[src/rtl/uart_tx_arbiter.sv]
// uart_tx_arbiter
//   Shares one uart_tx serializer among NUM_REQ byte-stream requesters.
//   Round-robin arbitration at frame granularity: a grant is held until the
//   requester's req_last byte has been serialized, or until the locked
//   requester stalls for FRAME_TIMEOUT cycles mid-frame (frame_abort pulse).
//
// Optional feature macro: UART_ARB_TAG_EN
//   When defined, each granted frame is preceded by a tag byte
//   {TAG_BASE[7:4], grant_id} on the serial line. The TAG_BASE parameter
//   exists only in that build.
//
// Ports
//   clk, reset   clock, synchronous active-high reset
//   req_valid    per-requester byte valid
//   req_data     byte i at [8*i+7:8*i]
//   req_last     byte is the final byte of its frame
//   req_ready    combinational accept, only for the granted requester in LOAD
//   tx_data      registered byte to uart_tx data_in
//   tx_send      registered one-cycle pulse to uart_tx send_trigger
//   tx_ready     uart_tx ready
//   grant_id     current/last granted requester
//   grant_valid  high while a frame is locked
//   frame_abort  one-cycle pulse on timeout release
module uart_tx_arbiter #(
    parameter int unsigned NUM_REQ       = 4,
    parameter int unsigned FRAME_TIMEOUT = 1024
`ifdef UART_ARB_TAG_EN
    ,
    parameter logic [7:0]  TAG_BASE      = 8'hA0
`endif
) (
    input  logic                       clk,
    input  logic                       reset,
    input  logic [NUM_REQ-1:0]         req_valid,
    input  logic [8*NUM_REQ-1:0]       req_data,
    input  logic [NUM_REQ-1:0]         req_last,
    output logic [NUM_REQ-1:0]         req_ready,
    output logic [7:0]                 tx_data,
    output logic                       tx_send,
    input  logic                       tx_ready,
    output logic [$clog2(NUM_REQ)-1:0] grant_id,
    output logic                       grant_valid,
    output logic                       frame_abort
);

    localparam int unsigned IDW = $clog2(NUM_REQ);
    localparam int unsigned TOW = $clog2(FRAME_TIMEOUT + 1);

    typedef enum logic [2:0] {
        ST_IDLE,
`ifdef UART_ARB_TAG_EN
        ST_TAG,
`endif
        ST_LOAD,
        ST_WAIT_LOW,
        ST_WAIT_HIGH
    } state_t;

    state_t         state, state_n;
    logic [IDW-1:0] ptr, ptr_n;
    logic [IDW-1:0] grant_id_n;
    logic           grant_valid_n;
    logic [7:0]     tx_data_n;
    logic           tx_send_n;
    logic           frame_abort_n;
    logic           last_q, last_n;
    logic [TOW-1:0] to_cnt, to_n;

    logic [IDW-1:0] winner;
    logic [IDW-1:0] cand;
    logic           found;
    int unsigned    scan_idx;
    logic [IDW-1:0] next_ptr;

    // First requesting index at or above the pointer, wrapping at NUM_REQ.
    always_comb begin
        winner   = '0;
        found    = 1'b0;
        scan_idx = 0;
        cand     = '0;
        for (int unsigned i = 0; i < NUM_REQ; i++) begin
            scan_idx = 32'(ptr) + i;
            if (scan_idx >= NUM_REQ) scan_idx = scan_idx - NUM_REQ;
            cand = IDW'(scan_idx);
            if (!found && req_valid[cand]) begin
                found  = 1'b1;
                winner = cand;
            end
        end
    end

    // After a frame the granted requester drops to lowest priority.
    assign next_ptr = (grant_id == IDW'(NUM_REQ - 1)) ? '0 : grant_id + 1'b1;

    // State and registered outputs
    always_ff @(posedge clk) begin
        if (reset) begin
            state       <= ST_IDLE;
            ptr         <= '0;
            grant_id    <= '0;
            grant_valid <= 1'b0;
            tx_data     <= '0;
            tx_send     <= 1'b0;
            frame_abort <= 1'b0;
            last_q      <= 1'b0;
            to_cnt      <= '0;
        end else begin
            state       <= state_n;
            ptr         <= ptr_n;
            grant_id    <= grant_id_n;
            grant_valid <= grant_valid_n;
            tx_data     <= tx_data_n;
            tx_send     <= tx_send_n;
            frame_abort <= frame_abort_n;
            last_q      <= last_n;
            to_cnt      <= to_n;
        end
    end

    // Next-state and next register values
    always_comb begin
        state_n       = state;
        ptr_n         = ptr;
        grant_id_n    = grant_id;
        grant_valid_n = grant_valid;
        tx_data_n     = tx_data;
        tx_send_n     = 1'b0;
        frame_abort_n = 1'b0;
        last_n        = last_q;
        to_n          = to_cnt;
        case (state)
            ST_IDLE: begin
                if (found) begin
                    grant_id_n    = winner;
                    grant_valid_n = 1'b1;
                    to_n          = '0;
`ifdef UART_ARB_TAG_EN
                    state_n       = ST_TAG;
`else
                    state_n       = ST_LOAD;
`endif
                end
            end
`ifdef UART_ARB_TAG_EN
            ST_TAG: begin
                tx_data_n = {TAG_BASE[7:4], 4'(grant_id)};
                tx_send_n = 1'b1;
                last_n    = 1'b0;
                state_n   = ST_WAIT_LOW;
            end
`endif
            ST_LOAD: begin
                if (req_valid[grant_id]) begin
                    tx_data_n = req_data[{grant_id, 3'b000} +: 8];
                    tx_send_n = 1'b1;
                    last_n    = req_last[grant_id];
                    to_n      = '0;
                    state_n   = ST_WAIT_LOW;
                end else if (to_cnt == TOW'(FRAME_TIMEOUT - 1)) begin
                    // FRAME_TIMEOUT consecutive stalled LOAD cycles
                    frame_abort_n = 1'b1;
                    grant_valid_n = 1'b0;
                    ptr_n         = next_ptr;
                    to_n          = '0;
                    state_n       = ST_IDLE;
                end else begin
                    to_n = to_cnt + 1'b1;
                end
            end
            ST_WAIT_LOW: begin
                if (!tx_ready) state_n = ST_WAIT_HIGH;
            end
            ST_WAIT_HIGH: begin
                if (tx_ready) begin
                    if (last_q) begin
                        grant_valid_n = 1'b0;
                        ptr_n         = next_ptr;
                        state_n       = ST_IDLE;
                    end else begin
                        state_n = ST_LOAD;
                    end
                end
            end
            default: state_n = ST_IDLE;
        endcase
    end

    // Outputs: only the granted requester sees ready, and only in LOAD
    always_comb begin
        req_ready = '0;
        if (state == ST_LOAD) req_ready[grant_id] = 1'b1;
    end

endmodule

[config.mk]
export PLATFORM = sky130hd
export DESIGN_NAME = uart_tx_arbiter
export DESIGN_NICKNAME = d
export VERILOG_FILES = /design/src/rtl/uart_tx_arbiter.sv
export SDC_FILE = /design/constraint.sdc
export NUM_CORES = 1
export LEC_CHECK = 0
export ABC_CLOCK_PERIOD_IN_PS = 2250
export CAP_MARGIN = 25
export CORE_MARGIN = 5
export CORE_UTILIZATION = 45
export CTS_CLUSTER_SIZE = 16
export DETAILED_ROUTE_END_ITERATION = 6
export MAX_ROUTING_LAYER = met4
export PLACE_DENSITY = 0.8
export REMOVE_ABC_BUFFERS = 1
export SLEW_MARGIN = 15
export SYNTH_ARGS = -nofsm -noshare
export SYNTH_HDL_FRONTEND = slang
export SYNTH_SLANG_ARGS = --single-unit
export TNS_END_PERCENT = 20
[constraint.sdc]
create_clock -name clk -period 2.25 [get_ports clk]
set_input_delay 0.3375 -clock clk [delete_from_list [all_inputs] [get_ports clk]]
set_output_delay 0.3375 -clock clk [all_outputs]
set_load 0.03 [all_outputs]
==> summary.log <==
[place] GP Congestion 0.866
[cells_and_area] share of final-layout standard cells stronger than drive strength 1 0.153
[clocking] # H-tree levels 2
[synth] number of enable-type register cells in the synthesized netlist 0
[job] number of maximum-capacitance violations 0
[worst_setup_path] startpoint class of the critical path register
[floorplan] floorplan row count 22
[synth] proportion of netlist area held by the largest area contributor 0.345
[global_route] grt total ovfl 0
[detailed_routing] post-DR wirelength/cell 14.8 um
[clocking] clock-pin slew of the registers on the worst-case setup and hold paths 60 ps
[synth] Syn Std Cell Area 1680 um^2
[worst_setup_path] R2R setup slack 260 ps
[sta] final critical-path share of the clock period 0.931
[synth] arithmetic-cell share of the synthesized area counting full adders, half adders and majority gates 0.0371
[sta] post-layout worst setup margin 156 ps
[worst_setup_path] ordered list of cells on the worst path nor2b_2 -> and2_1 -> clkdlybuf4s50_1
[synth] cell taking the most area after synthesis dfxtp_1
[clocking] clock tree buffer depth 2
[sta] f_max 0.477 GHz
[cells_and_area] final core area utilization 0.685
[synth] synthesis warning total 0
[floorplan] top-level I/O count 60
[synth] main flop type after synthesis dfxtp_1
[run_status] outcome completed
[pwr] Max IR drop VDD 0.571 mV
[worst_setup_path] capturing element type of the critical path output port
[detailed_routing] remaining routing DRC violations 0
[pwr] power per cell area 558 nW/um^2
[floorplan] die extent in x 71.2 um
[sta] Hold Violations, Final 0
[global_route] wire length of the first global-routing pass 7570 um
[sta] clk_skew 4.61 ps
[worst_setup_path] critical path data arrival time 1760 ps
[sta] number of failing setup endpoints in the final timing report 0
[hold_path] type of the worst min-delay path register to register
[place] PortBufs 59
[global_route] antenna violations before repair 0
[synth] Async SR Flop Fraction 0
[synth] sequential-to-total area share from yosys stat 0.345
[synth] gate count of the mapped netlist 188
[place] Post-Place Worst Slack -64.8 ps
[floorplan] area of the die 5070 um^2
[synth] mux share of post-synthesis cell area 0.146
[detailed_routing] number of iterations in the first detailed-routing pass 4
[sta] number of pins with negative max-slew slack in the final report 0
[floorplan] Die Y-Extent 71.2 um
[synth] simple logic cell fraction of the synthesized area 0.253
[synth] cells taking the most area after synthesis dfxtp_1, mux4_2, nand2_1, a21oi_1, ha_1
[worst_setup_path] delay of the slowest cell on the worst path 680 ps
[synth] average size of a mapped cell 8.96 um^2
[cells_and_area] area added between synthesis and finish 47.8%
[clocking] clock tree from TritonCTS yes
[synth] main combinational cell family by area after synthesis simple AND/OR/NAND/NOR gates
[clocking] latest clock arrival within the worst-skew pair 280 ps
[clocking] number of buffers added by the clock tree synthesis step 5
[worst_setup_path] CP max FO 6
[sta] pin slew with the least headroom to its limit 360 ps
[floorplan] core area 3630 um^2
[detailed_routing] final antenna-violating net count 0
[detailed_routing] Avg Vias per Cell 5.33
[detailed_routing] WL final 4580 um
[global_route] pin count of the biggest net entering global routing 29
[sta] RSZ-0062 raised after global routing false
[clocking] sink count of the clock tree 29
[floorplan] starting utilization of the core area 0.463
[global_route] vias in the first global route 1628
[worst_setup_path] path type of the worst setup path register to output port
[detailed_routing] starting DRC count in detailed routing 149
[global_route] All-Layer GR Usage 0.193
[sta] setup TNS 0 ps
[worst_setup_path] Worst path slowest cell clkdlybuf4s50_1
[cells_and_area] diode insertion count for antenna repair 0
[synth] most numerous cell in the Yosys netlist dfxtp_1
[worst_setup_path] data required time of the worst path 1910 ps
[pwr] total leakage power 0.952 nW
[synth] flop and latch count out of synthesis 29
[synth] Synth Area in Compound Gates 0.174
[clocking] root buffer selected by CTS clkbuf_8
[sta] normalized max-slew margin 0.760
[synth] area share of xor/xnor cells in the synthesized design 0.00520
[synth] most common library cells after synthesis dfxtp_1, nand2_1, a21oi_1
[cells_and_area] nets 308
[place] half-perimeter wire length after detailed placement 3610 um
[synth] library cells used by synthesis 42
[sta] fin crit period 2090 ps
[detailed_routing] count of vias placed by the detailed router 1647
-- power breakdown --
group          switching, W  total (W)  leakage [nW]  internal (W)
registers         0.0000225   0.000565         0.236      0.000543
clock network      0.000189   0.000402        0.0450      0.000213
logic              0.000200   0.000421         0.671      0.000222
-- registers in the layout (all words and copies together), names as in the netlist --
register / cells
tx_send: 1
ptr: 2
frame_abort: 1
last_q: 1
grant_id: 2
tx_data: 8
to_cnt: 11
state: 2
grant_valid: 1
-- worst paths after layout --
check | depth (start not counted) | end | start
min | 2 | tx_data[6]$_SDFFE_PP0P_ | tx_data[6]$_SDFFE_PP0P_
max reg2reg | 4 | to_cnt[9]$_SDFFE_PP0P_ | grant_id[0]$_SDFFE_PP0P_
min reg2reg | 2 | tx_data[6]$_SDFFE_PP0P_ | tx_data[6]$_SDFFE_PP0P_
max | 3 | req_ready[0] | state[0]$_SDFFE_PP0P_
-- final cells by class --
cell class	instances	area [um^2]
repair buffers	74	701
multi-input cells	143	1040
well taps	48	60.1
flip-flops and latches	29	581
fillers	300	1140
clock buffers	6	72.6
clock inverters	2	10.0
inverters	7	26.3
-- critical path, delay by kind of cell, from the launching register on --
| kind | cells | cell delay [ps] |
|---|---|---|
| buffers and inverters | 1 | 680 |
| flip-flops | 1 | 420 |
| AND/OR/NAND/NOR | 2 | 380 |
-- metrics by stage --
step	instances	area, um^2	total power [W]	hold slack, ps
3_3_place_gp	301	2400	0.000993	443
3_5_place_dp	301	2400	0.000999	450
5_1_grt	309	2490	0.00147	493
4_1_cts	309	2490	0.00140	458
6_report	309	2490	0.00139	457
2_1_floorplan	179	1640	0.000791	407
-- what timing repair did --
item	CTS	global route
hold buffers	0	0
gates resized for setup	0	1
endpoints found under the setup margin	0	3
buffers inserted	0	0
-- per-layer routing --
layer | routed length (um) | global-route usage
met5 | 0 | -
met1 | 1970 | 0.240
met4 | 48 | 0.0564
met2 | 2300 | 0.311
met3 | 268 | 0.0469
-- layout by cell type (no fill, tap or decap), types with 4 or more instances in the layout --
cell type / netlist / routed
nand2b_1: 7 / 7
a21oi_1: 19 / 19
clkbuf_8: 0 / 5
clkdlybuf4s50_1: 0 / 58
a21o_1: 7 / 7
mux4_2: 10 / 10
nor2_1: 12 / 12
nand2_1: 27 / 27
ha_1: 5 / 5
dfxtp_1: 29 / 29
or3_1: 4 / 4
nor3_1: 4 / 4
buf_4: 0 / 16
and2_1: 6 / 6
inv_1: 7 / 7
-- cell families after synthesis --
group / count (synthesis)
AND/OR/NAND/NOR: 81
flip-flops: 29
adder cells (fa/ha/maj): 5
AO/OA/AOI/OAI: 44
XOR/XNOR: 1
buffers and inverters: 16
multiplexers: 12
Power figures use the tool's default switching activity.
